==> src/rtl/pifo_calendar_pkg.sv <==
// Shared widths, pifo_info field positions and types for the root PIFO calendar blocks.
package pifo_calendar_pkg;

  localparam int unsigned BUFFER_ADDR_WIDTH = 12;
  localparam int unsigned PIFO_RANK_WIDTH   = 18;
  localparam int unsigned PIFO_ROOT_WIDTH   = 32;

  localparam int unsigned VALID_POS      = 31;
  localparam int unsigned OVERFLOW_POS   = 30;
  localparam int unsigned RANK_START_POS = 12;
  localparam int unsigned RANK_END_POS   = 29;

  typedef struct packed {
    logic                         valid;
    logic                         overflow;
    logic [PIFO_RANK_WIDTH-1:0]   rank;
    logic [BUFFER_ADDR_WIDTH-1:0] addr;
  } pifo_info_t;

  typedef struct packed {
    logic [PIFO_RANK_WIDTH-1:0]   rank;
    logic [BUFFER_ADDR_WIDTH-1:0] addr;
  } enq_desc_t;

  localparam int unsigned ENQ_DESC_WIDTH = PIFO_RANK_WIDTH + BUFFER_ADDR_WIDTH;

  typedef enum logic [0:0] {
    StIdle,
    StIssue
  } enq_state_e;

  // A rank below the last dequeued rank has wrapped into the next epoch.
  function automatic logic rank_overflow(input logic [PIFO_RANK_WIDTH-1:0] rank,
                                         input logic [PIFO_RANK_WIDTH-1:0] base_rank,
                                         input logic                       base_ovf);
    return (rank < base_rank) ? ~base_ovf : base_ovf;
  endfunction

endpackage

==> src/rtl/pifo_enq_desc_fifo.sv <==
// Single-clock descriptor FIFO with async active-low reset; exposes full, empty and count.
module pifo_enq_desc_fifo #(
  parameter int unsigned DATA_WIDTH = 30,
  parameter int unsigned DEPTH      = 8,
  parameter int unsigned ADDR_WIDTH = 3
) (
  input  logic                  clk,
  input  logic                  rstn,
  input  logic                  wr_en,
  input  logic [DATA_WIDTH-1:0] wr_data,
  input  logic                  rd_en,
  output logic [DATA_WIDTH-1:0] rd_data,
  output logic                  full,
  output logic                  empty,
  output logic [ADDR_WIDTH:0]   count
);

  logic [DATA_WIDTH-1:0] mem_q [DEPTH];
  logic [ADDR_WIDTH-1:0] wr_ptr_q, rd_ptr_q;
  logic [ADDR_WIDTH:0]   count_q, count_d;
  logic                  do_wr, do_rd;

  assign full    = (count_q == (ADDR_WIDTH + 1)'(DEPTH));
  assign empty   = (count_q == '0);
  assign count   = count_q;
  assign do_wr   = wr_en && !full;
  assign do_rd   = rd_en && !empty;
  assign rd_data = mem_q[rd_ptr_q];

  always_comb begin
    count_d = count_q;
    unique case ({do_wr, do_rd})
      2'b10:   count_d = count_q + (ADDR_WIDTH + 1)'(1);
      2'b01:   count_d = count_q - (ADDR_WIDTH + 1)'(1);
      default: count_d = count_q;
    endcase
  end

  always_ff @(posedge clk or negedge rstn) begin
    if (!rstn) begin
      wr_ptr_q <= '0;
      rd_ptr_q <= '0;
      count_q  <= '0;
    end else begin
      if (do_wr) wr_ptr_q <= wr_ptr_q + ADDR_WIDTH'(1);
      if (do_rd) rd_ptr_q <= rd_ptr_q + ADDR_WIDTH'(1);
      count_q <= count_d;
    end
  end

  // Storage needs no reset: an entry is only read after it has been written.
  always_ff @(posedge clk) begin
    if (do_wr) mem_q[wr_ptr_q] <= wr_data;
  end

endmodule

==> src/rtl/pifo_calendar_enq_ctrl.sv <==
// Enqueue front-end for the root PIFO calendar: buffers descriptors and issues pifo_info inserts.
// Optional PIFO_ENQ_DROP_EN: accept always, drop on full FIFO and count drops.
module pifo_calendar_enq_ctrl
  import pifo_calendar_pkg::*;
#(
  parameter int unsigned FIFO_DEPTH      = 8,
  parameter int unsigned FIFO_ADDR_WIDTH = 3
) (
  input  logic                         clk,
  input  logic                         rstn,
  input  logic                         s_desc_valid,
  output logic                         s_desc_ready,
  input  logic [BUFFER_ADDR_WIDTH-1:0] s_desc_addr,
  input  logic [PIFO_RANK_WIDTH-1:0]   s_desc_rank,
  output logic [PIFO_ROOT_WIDTH-1:0]   m_pifo_info,
  output logic                         m_insert_en,
  input  logic                         cal_full,
  input  logic                         cal_pop_en,
  input  logic [PIFO_ROOT_WIDTH-1:0]   cal_top
`ifdef PIFO_ENQ_DROP_EN
  ,
  output logic [15:0]                  drop_count
`endif
);

  enq_state_e                 state_q, state_d;
  enq_desc_t                  wr_desc, head;
  pifo_info_t                 top, info_q, info_d;
  logic                       insert_en_q;
  logic [PIFO_RANK_WIDTH-1:0] base_rank_q;
  logic                       base_ovf_q;
  logic                       fifo_full, fifo_empty, fifo_wr, issue;
  logic [FIFO_ADDR_WIDTH:0]   fifo_count;
  logic                       unused_fifo_count;

  assign wr_desc           = '{rank: s_desc_rank, addr: s_desc_addr};
  assign fifo_wr           = s_desc_valid && !fifo_full;
  assign top               = pifo_info_t'(cal_top);
  assign unused_fifo_count = ^fifo_count;

`ifdef PIFO_ENQ_DROP_EN
  logic [15:0] drop_count_q;

  assign s_desc_ready = 1'b1;
  assign drop_count   = drop_count_q;

  always_ff @(posedge clk or negedge rstn) begin
    if (!rstn) begin
      drop_count_q <= '0;
    end else if (s_desc_valid && fifo_full && (drop_count_q != 16'hFFFF)) begin
      drop_count_q <= drop_count_q + 16'd1;
    end
  end
`else
  assign s_desc_ready = !fifo_full;
`endif

  pifo_enq_desc_fifo #(
    .DATA_WIDTH (ENQ_DESC_WIDTH),
    .DEPTH      (FIFO_DEPTH),
    .ADDR_WIDTH (FIFO_ADDR_WIDTH)
  ) u_desc_fifo (
    .clk     (clk),
    .rstn    (rstn),
    .wr_en   (fifo_wr),
    .wr_data (wr_desc),
    .rd_en   (issue),
    .rd_data (head),
    .full    (fifo_full),
    .empty   (fifo_empty),
    .count   (fifo_count)
  );

  // StIssue is the hold cycle: cal_full lags the calendar count by one cycle.
  always_comb begin
    state_d = state_q;
    issue   = 1'b0;
    info_d  = info_q;
    unique case (state_q)
      StIdle: begin
        issue = !fifo_empty && !cal_full;
        if (issue) begin
          state_d = StIssue;
          info_d  = '{valid:    1'b1,
                      overflow: rank_overflow(head.rank, base_rank_q, base_ovf_q),
                      rank:     head.rank,
                      addr:     head.addr};
        end
      end
      StIssue: state_d = StIdle;
      default: state_d = StIdle;
    endcase
  end

  always_ff @(posedge clk or negedge rstn) begin
    if (!rstn) begin
      state_q     <= StIdle;
      insert_en_q <= 1'b0;
      info_q      <= '0;
    end else begin
      state_q     <= state_d;
      insert_en_q <= issue;
      info_q      <= info_d;
    end
  end

  // Only a pop of a valid top moves the epoch reference.
  always_ff @(posedge clk or negedge rstn) begin
    if (!rstn) begin
      base_rank_q <= '0;
      base_ovf_q  <= 1'b0;
    end else if (cal_pop_en && top.valid) begin
      base_rank_q <= top.rank;
      base_ovf_q  <= top.overflow;
    end
  end

  assign m_insert_en = insert_en_q;
  assign m_pifo_info = info_q;

endmodule
==> config.mk <==
export PLATFORM = sky130hd
export DESIGN_NAME = pifo_calendar_enq_ctrl
export DESIGN_NICKNAME = d
export VERILOG_FILES = /design/src/rtl/pifo_calendar_pkg.sv /design/src/rtl/pifo_enq_desc_fifo.sv /design/src/rtl/pifo_calendar_enq_ctrl.sv
export SDC_FILE = /design/constraint.sdc
export NUM_CORES = 1
export LEC_CHECK = 0
export ABC_AREA = 1
export BUFFER_PORTS_ARGS = -buffer_cell sky130_fd_sc_hd__buf_4
export CAP_MARGIN = 20
export CORE_ASPECT_RATIO = 2
export CORE_MARGIN = 4
export CORE_UTILIZATION = 55
export DETAILED_ROUTE_END_ITERATION = 8
export GPL_ROUTABILITY_DRIVEN = 0
export MAX_ROUTING_LAYER = met4
export PLACE_DENSITY = 0.74
export SLEW_MARGIN = 20
export SYNTH_ARGS = -nofsm -noshare
export SYNTH_HDL_FRONTEND = slang
export SYNTH_SLANG_ARGS = --single-unit
==> constraint.sdc <==
create_clock -name clk -period 3.7 [get_ports clk]
set_input_delay 0.37 -clock clk [delete_from_list [all_inputs] [get_ports clk]]
set_output_delay 0.37 -clock clk [all_outputs]
set_load 0.01 [all_outputs]
==> results.py, run 1 <==
metrics = {
    "status": {
        "status": "complete, no violations",
    },
    "clock_network": {
        "cts.clk_slew.worst_paths_ns": 0.07,
        "clockRootBuffer": "clkbuf_16",
        "cts_htree_levels": 1,
        "cts_tree": "yes",
        "clkLatencyLatePin_ns": 0.51,
        "cts_made_buffers": 24,
        "clk_path_buf_depth": 3,
        "cts-resized-gates": 0,
        "cts_hold_buffers": 1,
        "cts_sinks": 302,
        "cts_setup_buffers": 0,
    },
    "global_routing": {
        "grt_pass1_wl_um": 41100,
        "grt-ovfl-total": 0,
        "grt_pass1_vias": 7959,
        "grt_util_all_layers_pct": 21.9,
        "antenna_found_initial": 2,
        "grt_max_degree": 63,
    },
    "hold_path": {
        "holdPathEnd": "u_desc_fifo.mem_q[7][7]",
        "hp-class": "input pin to flip-flop",
        "holdPathStages": 1,
        "holdCritStartpoint": "s_desc_addr[7]",
    },
    "job": {
        "cap_viol_max_count": 0,
    },
    "setup_path": {
        "rr_startpoint": "u_desc_fifo.rd_ptr_q[0]",
        "worstPathRequired_ns": 4.10,
        "reg2regPathDepth": 15,
        "crit_top_cell": "nor2_1",
        "critPathArrivalTime_ns": 3.33,
        "cp_cell_sequence": "buf_4, o21ai_0, o22ai_1, nor2_1, a31oi_1, ha_1, nand2_1, nor2_1, nor3_1, buf_4, a21oi_1, nor2_1, nand3_1, nand3_1, nand2_1",
        "path_class": "flip-flop to flip-flop",
        "critPathMaxStageDelay_ns": 0.59,
        "rrSetupSlack_ns": 0.78,
        "rr_endpoint": "m_pifo_info[30]",
        "startpoint_type": "flip-flop",
        "cp_slowest_cell": "dfrtp_4",
        "endpoint_kind": "flip-flop",
        "cp_num_buf_inv": 2,
        "cp_max_fo": 24,
        "critical_path.top_delay_family": "compound AO/OA/AOI/OAI gates",
    },
    "drt": {
        "avgRoutedWirePerCell_um": 19.0,
        "detail_route.iter0.violations": 604,
        "wl_um": 26200,
        "drt_first_pass_iters": 5,
        "ant_nets": 0,
        "drc_errors": 0,
        "routed_via_density": 5.69,
        "vias": 7832,
    },
    "sta": {
        "hold_viol": 0,
        "finalSetupViolCount": 0,
        "slew_headroom_pct": 40.5,
        "drv_slew": 0,
        "worst_pin_slew_ns": 0.893,
        "clock_skew_ns": 0.00740,
        "setup_slack_ns": 0.776,
        "finalCritPeriodShare_pct": 79.0,
        "rsz0062_at_grt": "false",
        "timing.fmax_mhz": 342,
        "tns_ns": 0,
        "layout_min_cycle_time_ns": 2.92,
    },
    "logic_synthesis": {
        "ys_seq_area_share_pct": 71.8,
        "synth_area_sq_um": 12200,
        "synth.distinct_cells": 32,
        "yosysWarnings": 0,
        "avgSynthCellArea_sq_um": 12.3,
        "yosys_register_bits": 302,
        "syn_inst": 989,
        "mappedNetlistNets": 1079,
    },
    "power_and_ir_drop": {
        "power_density_nw_per_um2": 796,
        "p_leak_nw": 5.37,
        "ir_worst_vdd_v": 0.000509,
    },
    "placed_design": {
        "dp_hpwl_um": 15800,
        "numPortBuffers": 88,
        "place_ws_ns": 0.822,
    },
    "die": {
        "die_h_um": 219,
        "die_x_um": 113,
        "core_area_sq_um": 21700,
        "die-area_sq_um": 24800,
        "initial_core_util_pct": 56.2,
        "row_count": 76,
        "io_pins": 101,
    },
    "cells_and_area": {
        "drive_gt1_share_pct": 16.5,
        "multi_input_area_sq_um": 2970,
        "area_delta_synth_final_pct": 15.1,
        "fillers": 1656,
        "regArea_sq_um": 8760,
        "nNetsFinal": 1173,
    },
}
sequential cells by signal (all words and copies together), names as in the netlist:
register,count
base_ovf_q,1
base_rank_q,18
m_insert_en,1
m_pifo_info,32
u_desc_fifo.count,4
u_desc_fifo.mem_q,240
u_desc_fifo.rd_ptr_q,3
u_desc_fifo.wr_ptr_q,3
worst max path at each step:
| stage | from | endpoint | slack (ns) | cells past startpoint |
|---|---|---|---|---|
| 2_1_floorplan | u_desc_fifo.count[1] | u_desc_fifo.mem_q[0][0] | 1.01 | 5 |
| 3_3_place_gp | u_desc_fifo.rd_ptr_q[0] | m_pifo_info[30] | 0.84 | 15 |
| 3_5_place_dp | u_desc_fifo.rd_ptr_q[0] | m_pifo_info[30] | 0.82 | 15 |
| 4_1_cts | u_desc_fifo.rd_ptr_q[0] | m_pifo_info[30] | 0.80 | 15 |
| 5_1_grt | u_desc_fifo.rd_ptr_q[0] | m_pifo_info[30] | 0.50 | 15 |
| 6_report | u_desc_fifo.rd_ptr_q[0] | m_pifo_info[30] | 0.78 | 15 |
cells by family (layout without fill, tap and decap cells):
family                   Yosys count  after routing  synth area share, %
buffers and inverters             97            209                 3.98
adder cells (fa/ha/maj)           23             23                 2.42
XOR/XNOR                           6              6                0.431
AO/OA/AOI/OAI                    211            211                 10.2
flip-flops                       302            302                 71.8
other                              0              2                    0
AND/OR/NAND/NOR                  349            349                 11.1
multiplexers                       1              1               0.0923
area by class of cell:
cell class | count | share of cell area (%)
antenna | 2 | 0.0357
clock buffer | 30 | 4.59
multi-input combinational | 590 | 21.2
clock inverter | 14 | 1.26
sequential | 302 | 62.4
tap | 273 | 2.43
inverter | 43 | 1.15
timing repair buffer | 122 | 6.90
where the power goes:
group          switching [W]  internal, W  total, W  leakage, nW
sequential          0.000261      0.00434   0.00460         2.90
combinational        0.00252      0.00140   0.00391         2.07
clock                0.00113      0.00152   0.00265        0.398
per-layer routing:
layer  wire length, um  global-route usage (%)  vias up
li1                  -                       -     3680
met1              9830                    24.3     3821
met2             14100                    39.3      264
met3              1390                    2.22       67
met4               912                    9.87        0
met5                 0                       -        -
placed cells by master, fill, tap and decap left out, types with 5 or more instances in the layout:
master     count
inv_1         39
o21ai_0      109
ha_1          22
xor2_1         5
nand3_1       20
o221ai_1      22
a21oi_1       26
edfxtp_1     240
clkbuf_1       5
buf_4        117
nor2_2         8
nand2_1      120
clkbuf_16     25
nor2_1       195
a31oi_2        8
a31oi_1        9
clkinv_2       5
o22ai_1       19
o21ai_1       14
dfrtp_1       61
synthesized netlist by cell type:
cell type    n  share of area, %
edfxtp_1   240                59
nor2_1     203               6.2
nand2_1    120               3.7
o21ai_0    109               4.5
dfrtp_1     62                13
inv_1       39               1.2
a21oi_1     26               1.1
ha_1        22               2.3
o221ai_1    22               1.6
clkbuf_1    20              0.62
nand3_1     20              0.82
o22ai_1     19              0.97
buf_2       14              0.57
o21ai_1     14              0.57
buf_6       11               1.0
a31oi_1      9              0.46
a31oi_2      8              0.82
buf_4        5              0.31
xor2_1       5              0.36
inv_2        3             0.092
o211ai_1     3              0.18
buf_1        2             0.062
clkbuf_2     2             0.082
nand4_1      2              0.10
or2_2        2              0.10
a211oi_1     1             0.062
clkinv_1     1             0.031
fa_1         1              0.16
mux2_2       1             0.092
nand2_2      1             0.051
nor3_1       1             0.041
xnor2_1      1             0.072
stage by stage:
step / total power, W / utilization (%) / instance area, sq um / std cells / hold slack (ns)
after floorplan: 0.00722 / - / 12200 / 989 / 0.0744
after global placement: 0.00845 / 60.9 / 13200 / 1329 / 0.459
after detailed placement: 0.00857 / 60.9 / 13200 / 1329 / 0.467
after CTS: 0.0112 / 64.7 / 14000 / 1374 / 0.0642
after global routing: 0.0118 / 64.7 / 14000 / 1376 / 0.0721
final: 0.0112 / 64.7 / 14000 / 1376 / 0.0840
(Power assumes the default switching activity.)
==> inputs of run 2 (changes only) <==
Clock period 3.7 ns to 2.72 ns, I/O delays scaled along.
==> run 2 against run 1 <==
  * Non-clock buffer count up 62
  * Total power up 47%
  * Global-route usage up 0.87 points
  * Via count up 4.4%
  * Sequential power up 36%
==> results.py, run 2 (synthesis results as in run 1) <==
metrics = {
    "cells_and_area": {
        "drive_gt1_share_pct": 19.0,
        "nNetsFinal": 1235,
        "layout_commonest_cell": "edfxtp_1",
        "mostFrequentLayoutCells": "edfxtp_1 (240), nor2_1 (190), buf_4 (121)",
        "largest-register": "u_desc_fifo.mem_q",
        "largest_reg_flops": 240,
        "area_delta_synth_final_pct": 22.7,
        "stdcell_count": 1437,
        "fillers": 1472,
        "final_cell_area_sq_um": 15000,
    },
    "placed_design": {
        "dp_cells": 1336,
        "numPortBuffers": 88,
        "place_area_sq_um": 13300,
        "dp_hpwl_um": 15600,
    },
    "sta": {
        "rsz0062_at_grt": "true",
        "timing.fmax_mhz": 379,
        "layout_min_cycle_time_ns": 2.64,
        "slew_headroom_pct": 41.7,
        "finalSetupViolCount": 0,
        "worst_pin_slew_ns": 0.874,
        "hold_viol": 0,
        "clock_skew_ns": 0.0132,
        "drv_slew": 0,
        "finalCritPeriodShare_pct": 97.0,
    },
    "status": {
        "status": "complete, no violations",
    },
    "clock_network": {
        "clockRootBuffer": "clkbuf_16",
        "clk_path_buf_depth": 3,
        "cts_tree": "yes",
        "cts_sinks": 302,
        "clkLatencyLatePin_ns": 0.53,
        "cts.clk_slew.worst_paths_ns": 0.07,
        "cts_htree_levels": 1,
        "cts_made_buffers": 24,
    },
    "die": {
        "io_pins": 101,
        "die_h_um": 219,
        "core_area_sq_um": 21700,
        "initial_core_util_pct": 56.2,
        "die_x_um": 113,
        "row_count": 76,
        "die-area_sq_um": 24800,
    },
    "hold_path": {
        "hp-class": "input pin to flip-flop",
    },
    "setup_path": {
        "crit_top_cell": "nand2_1",
        "worstPathRequired_ns": 3.20,
        "path_class": "flip-flop to flip-flop",
        "critPathMaxStageDelay_ns": 0.56,
        "endpoint_kind": "flip-flop",
        "cp_num_buf_inv": 3,
        "critical_path.top_delay_family": "compound AO/OA/AOI/OAI gates",
        "cp_slowest_cell": "dfrtp_4",
        "cp_cell_sequence": "inv_8, buf_12, buf_4, o21ai_0, o22ai_1, nor2_1, a31oi_2, ha_1, a21oi_2, o21ai_0, nand2_1, o211ai_1, nor2_1, nand2_1, nand2_1, nand3_1, nand2_1",
        "startpoint_type": "flip-flop",
        "critPathArrivalTime_ns": 3.12,
        "cp_max_fo": 8,
    },
    "power_and_ir_drop": {
        "ir_worst_vdd_v": 0.000666,
        "p_leak_nw": 5.76,
        "power_density_nw_per_um2": 1100,
    },
    "global_routing": {
        "antenna_found_initial": 1,
        "grt_pass1_wl_um": 42300,
        "grt_pass1_vias": 8368,
        "grt_util_all_layers_pct": 22.8,
        "grt_max_degree": 74,
        "grt-ovfl-total": 0,
    },
    "drt": {
        "drc_errors": 0,
        "vias": 8174,
        "avgRoutedWirePerCell_um": 19.4,
        "detail_route.iter0.violations": 752,
        "ant_nets": 0,
        "drt_first_pass_iters": 5,
        "wl_um": 27900,
        "routed_via_density": 5.69,
    },
    "job": {
        "cap_viol_max_count": 0,
    },
}
-- run 2: timing repair --
item / in CTS / in global routing
gates resized for setup: 1 / 34
endpoints found under the hold margin: 313 / 0
endpoints found under the setup margin: 1 / 1
buffers inserted: 0 / 8
hold buffers: 42 / 0
cloned: 0 / 6
pin swaps: 0 / 20
-- run 2: tightest hold or removal path, stage by stage --
cell,delay (ns)
buf_4,0.08
nor2_1,0.04
a21oi_1,0.10
-- run 2: area by class of cell --
| cell class | count | area (sq um) | area share, % |
|---|---|---|---|
| timing repair buffer | 184 | 1760 | 11.8 |
| multi-input combinational | 590 | 3040 | 20.3 |
| antenna | 1 | 2.50 | 0.0167 |
| sequential | 302 | 8760 | 58.6 |
| inverter | 43 | 171 | 1.15 |
| clock inverter | 11 | 188 | 1.25 |
| clock buffer | 33 | 696 | 4.65 |
| tap | 273 | 342 | 2.28 |
-- run 2: layer usage --
metal | wire length, um | global-route usage, % | up-vias | share of wire [%]
met5 | 0 | - | - | 0
met4 | 1150 | 13.2 | 0 | 4.1
met3 | 1520 | 2.88 | 92 | 5.4
met2 | 15000 | 39.3 | 285 | 54
met1 | 10300 | 25.1 | 3992 | 37
li1 | - | - | 3805 | -
-- run 2: path summary, 6_finish.rpt --
kind / from / end / slack, ns / depth (start not counted)
worst max register to register: u_desc_fifo.rd_ptr_q[0] / m_pifo_info[30] / 0.08 / 17
min in group asynchronous: rstn / u_desc_fifo.wr_ptr_q[1] / 0.39 / 2
max in group asynchronous: rstn / u_desc_fifo.rd_ptr_q[0] / 1.67 / 2
worst max-delay path: u_desc_fifo.rd_ptr_q[0] / m_pifo_info[30] / 0.08 / 17
worst min-delay path: cal_top[22] / base_rank_q[10] / 0.006 / 3
worst min register to register: m_pifo_info[28] / m_pifo_info[28] / 0.48 / 2
-- run 2: through the flow --
step           setup slack [ns]  utilization (%)  setup TNS (ns)  total power (W)  hold slack (ns)
3_3_place_gp             0.0507             61.5               0           0.0117            0.423
6_report                 0.0816             69.0               0           0.0164          0.00641
4_1_cts                  0.0287             67.5               0           0.0158         0.000554
2_1_floorplan            0.0314                -               0          0.00982          -0.0236
5_1_grt                  -0.125             69.0          -0.125           0.0173          0.00858
3_5_place_dp            0.00610             61.5               0           0.0119            0.426
-- run 2: report_power, final --
group | switching, W | internal [W]
Combinational | 0.00377 | 0.00254
Sequential | 0.000342 | 0.00590
Clock | 0.00156 | 0.00227
==> inputs of run 3 (changes only) <==
Settings changed: CORE_ASPECT_RATIO 2 to 0.7.
==> run 3 against run 2 <==
  * Clock skew up 0.0036 ns
  * Clock-buffer cell count up 1
  * Largest cell class unchanged
  * Flip-flop and latch count unchanged
  * Clock power down 2%
  * Total power up 3.9%
==> results.py, run 3 (synthesis results as in run 1) <==
metrics = {
    "status": {
        "status": "complete, no violations",
    },
    "setup_path": {
        "critPathArrivalTime_ns": 3.14,
        "critPathMaxStageDelay_ns": 0.55,
        "cp_max_fo": 16,
        "startpoint_type": "flip-flop",
        "path_class": "flip-flop to flip-flop",
        "crit_top_cell": "nand2_1",
        "cp_cell_sequence": "buf_12, buf_16, o21ai_2, o22ai_2, nor2_1, a31oi_1, buf_4, ha_4, nand2_2, inv_2, nor3_2, a21oi_1, nor2_1, nand2_1, nand2_1, nand3_1, nand2_1",
        "endpoint_kind": "flip-flop",
        "cp_slowest_cell": "dfrtp_4",
        "worstPathRequired_ns": 3.19,
    },
    "global_routing": {
        "grt_max_degree": 64,
        "use_met1_pct": 33.5,
        "grt_pass1_wl_um": 42000,
        "grt_pass1_vias": 7679,
        "busiest_layer": "met1",
        "grt_util_met2_pct": 33.1,
        "grtUsageMet3_pct": 3.05,
        "grt_util_all_layers_pct": 22.2,
        "grt-ovfl-total": 0,
        "antenna_found_initial": 0,
    },
    "sta": {
        "finalSetupViolCount": 0,
        "clock_skew_ns": 0.0168,
        "layout_min_cycle_time_ns": 2.67,
        "hold_viol": 0,
        "finalCritPeriodShare_pct": 98.1,
        "slew_headroom_pct": 44.1,
        "drv_slew": 0,
        "worst_pin_slew_ns": 0.839,
        "setup_slack_ns": 0.0506,
        "timing.fmax_mhz": 375,
    },
    "power_and_ir_drop": {
        "power_switching_share_pct": 36.2,
        "power_density_nw_per_um2": 1110,
        "power_frac_seq_pct": 36.8,
        "internal_power_w": 0.0109,
        "switchingPower_w": 0.00616,
        "ir_worst_vdd_v": 0.000642,
        "clkPwrFrac_pct": 22.1,
        "p_leak_nw": 5.83,
        "combPwrFrac_pct": 41.1,
    },
    "cells_and_area": {
        "largest-register": "u_desc_fifo.mem_q",
        "drive_gt1_share_pct": 21.2,
        "layout_commonest_cell": "edfxtp_1",
        "n_antenna_cell": 0,
        "largest_reg_flops": 240,
        "mostFrequentLayoutCells": "edfxtp_1 (240), nor2_1 (184), buf_4 (122)",
        "fin_util_pct": 70.3,
        "nNetsFinal": 1246,
        "area_delta_synth_final_pct": 25.3,
    },
    "drt": {
        "avgRoutedWirePerCell_um": 19.6,
        "routed_via_density": 5.62,
        "ant_nets": 0,
        "vias": 8203,
        "wl_um": 28600,
        "drt_first_pass_iters": 5,
        "detail_route.iter0.violations": 941,
        "drc_errors": 0,
    },
    "clock_network": {
        "cts_made_buffers": 28,
        "cts_tree": "yes",
        "clkLatencyLatePin_ns": 0.54,
        "clk_path_buf_depth": 3,
        "cts_htree_levels": 1,
        "cts_sinks": 302,
        "cts.clk_slew.worst_paths_ns": 0.06,
        "clockRootBuffer": "clkbuf_16",
    },
    "hold_path": {
        "hp-class": "input pin to flip-flop",
    },
    "placed_design": {
        "dp_hpwl_um": 15800,
        "place_ws_ns": 0.0496,
        "numPortBuffers": 88,
    },
    "job": {
        "cap_viol_max_count": 0,
    },
    "die": {
        "io_pins": 101,
        "core_area_sq_um": 21700,
        "die_h_um": 133,
        "row_count": 45,
        "die-area_sq_um": 24700,
        "initial_core_util_pct": 56.1,
        "die_x_um": 186,
    },
}
## run 3: changes by cell type in the layout (fill, tap and decap cells not counted), moves of 6 or more
cell | previous run | this run
clkinv_1 | 2 | 10
nor2_1 | 190 | 184
nor2_4 | 0 | 11
o21ai_0 | 99 | 89
## run 3: per-layer routing
metal / routed length (um) / part of all wire, %
met5: 0 / 0
met4: 487 / 1.7
met3: 2330 / 8.2
met2: 13000 / 46
met1: 12700 / 45
## run 3: power by group through the flow
| stage | Combinational (W) | Clock (W) | Sequential [W] |
|---|---|---|---|
| 2_1_floorplan | 0.00345 | 0 | 0.00636 |
| 5_1_grt | 0.00766 | 0.00400 | 0.00633 |
| 6_report | 0.00699 | 0.00377 | 0.00626 |
| 3_3_place_gp | 0.00552 | 0 | 0.00629 |
| 4_1_cts | 0.00577 | 0.00381 | 0.00622 |
| 3_5_place_dp | 0.00567 | 0 | 0.00631 |
## run 3: worst paths after layout
path	from	end	slack, ns	cells past startpoint
min	cal_top[13]	base_rank_q[1]	0.02	3
max reg2reg	u_desc_fifo.rd_ptr_q[0]	m_pifo_info[30]	0.05	17
min reg2reg	m_pifo_info[8]	m_pifo_info[8]	0.48	2
min in group asynchronous	rstn	u_desc_fifo.count[2]	0.37	2
max in group asynchronous	rstn	u_desc_fifo.rd_ptr_q[0]	1.72	2
max	u_desc_fifo.rd_ptr_q[0]	m_pifo_info[30]	0.05	17
## run 3: repair_timing
| action | in CTS | in global routing |
|---|---|---|
| gates resized for setup | 0 | 87 |
| hold buffers | 42 | 0 |
| endpoints found under the setup margin | 0 | 1 |
| setup buffers | 0 | 13 |
| endpoints found under the hold margin | 313 | 0 |
## run 3: worst max-delay path: cells and delay by family (launching register included)
family                     cells  cell delay [ns]
and+or+nand+nor                8             0.85
DFF                            1             0.55
AOI/OAI and AO/OA              4             0.43
buffers and inverters          4             0.51
adders and majority gates      1             0.23
## run 3: area by class of cell
cell class                      count  area [sq um]
Sequential cell                   302          8760
Fill cell                        1435          6450
Multi-Input combinational cell    590          3260
Timing Repair Buffer              191          1850
Clock buffer                       34           744
Tap cell                          282           353
Inverter                           43           174
Clock inverter                     18           139
## run 3: stage by stage
step	total power [W]	TNS, ns	cell area, sq um	hold WS [ns]	cells
2_1_floorplan	0.00982	0	12200	-0.0236	989
3_3_place_gp	0.0118	0	13400	0.420	1344
5_1_grt	0.0180	-0.0852	15300	0.0242	1460
3_5_place_dp	0.0120	0	13400	0.423	1344
6_report	0.0170	0	15300	0.0201	1460
4_1_cts	0.0158	0	14700	0.00192	1438
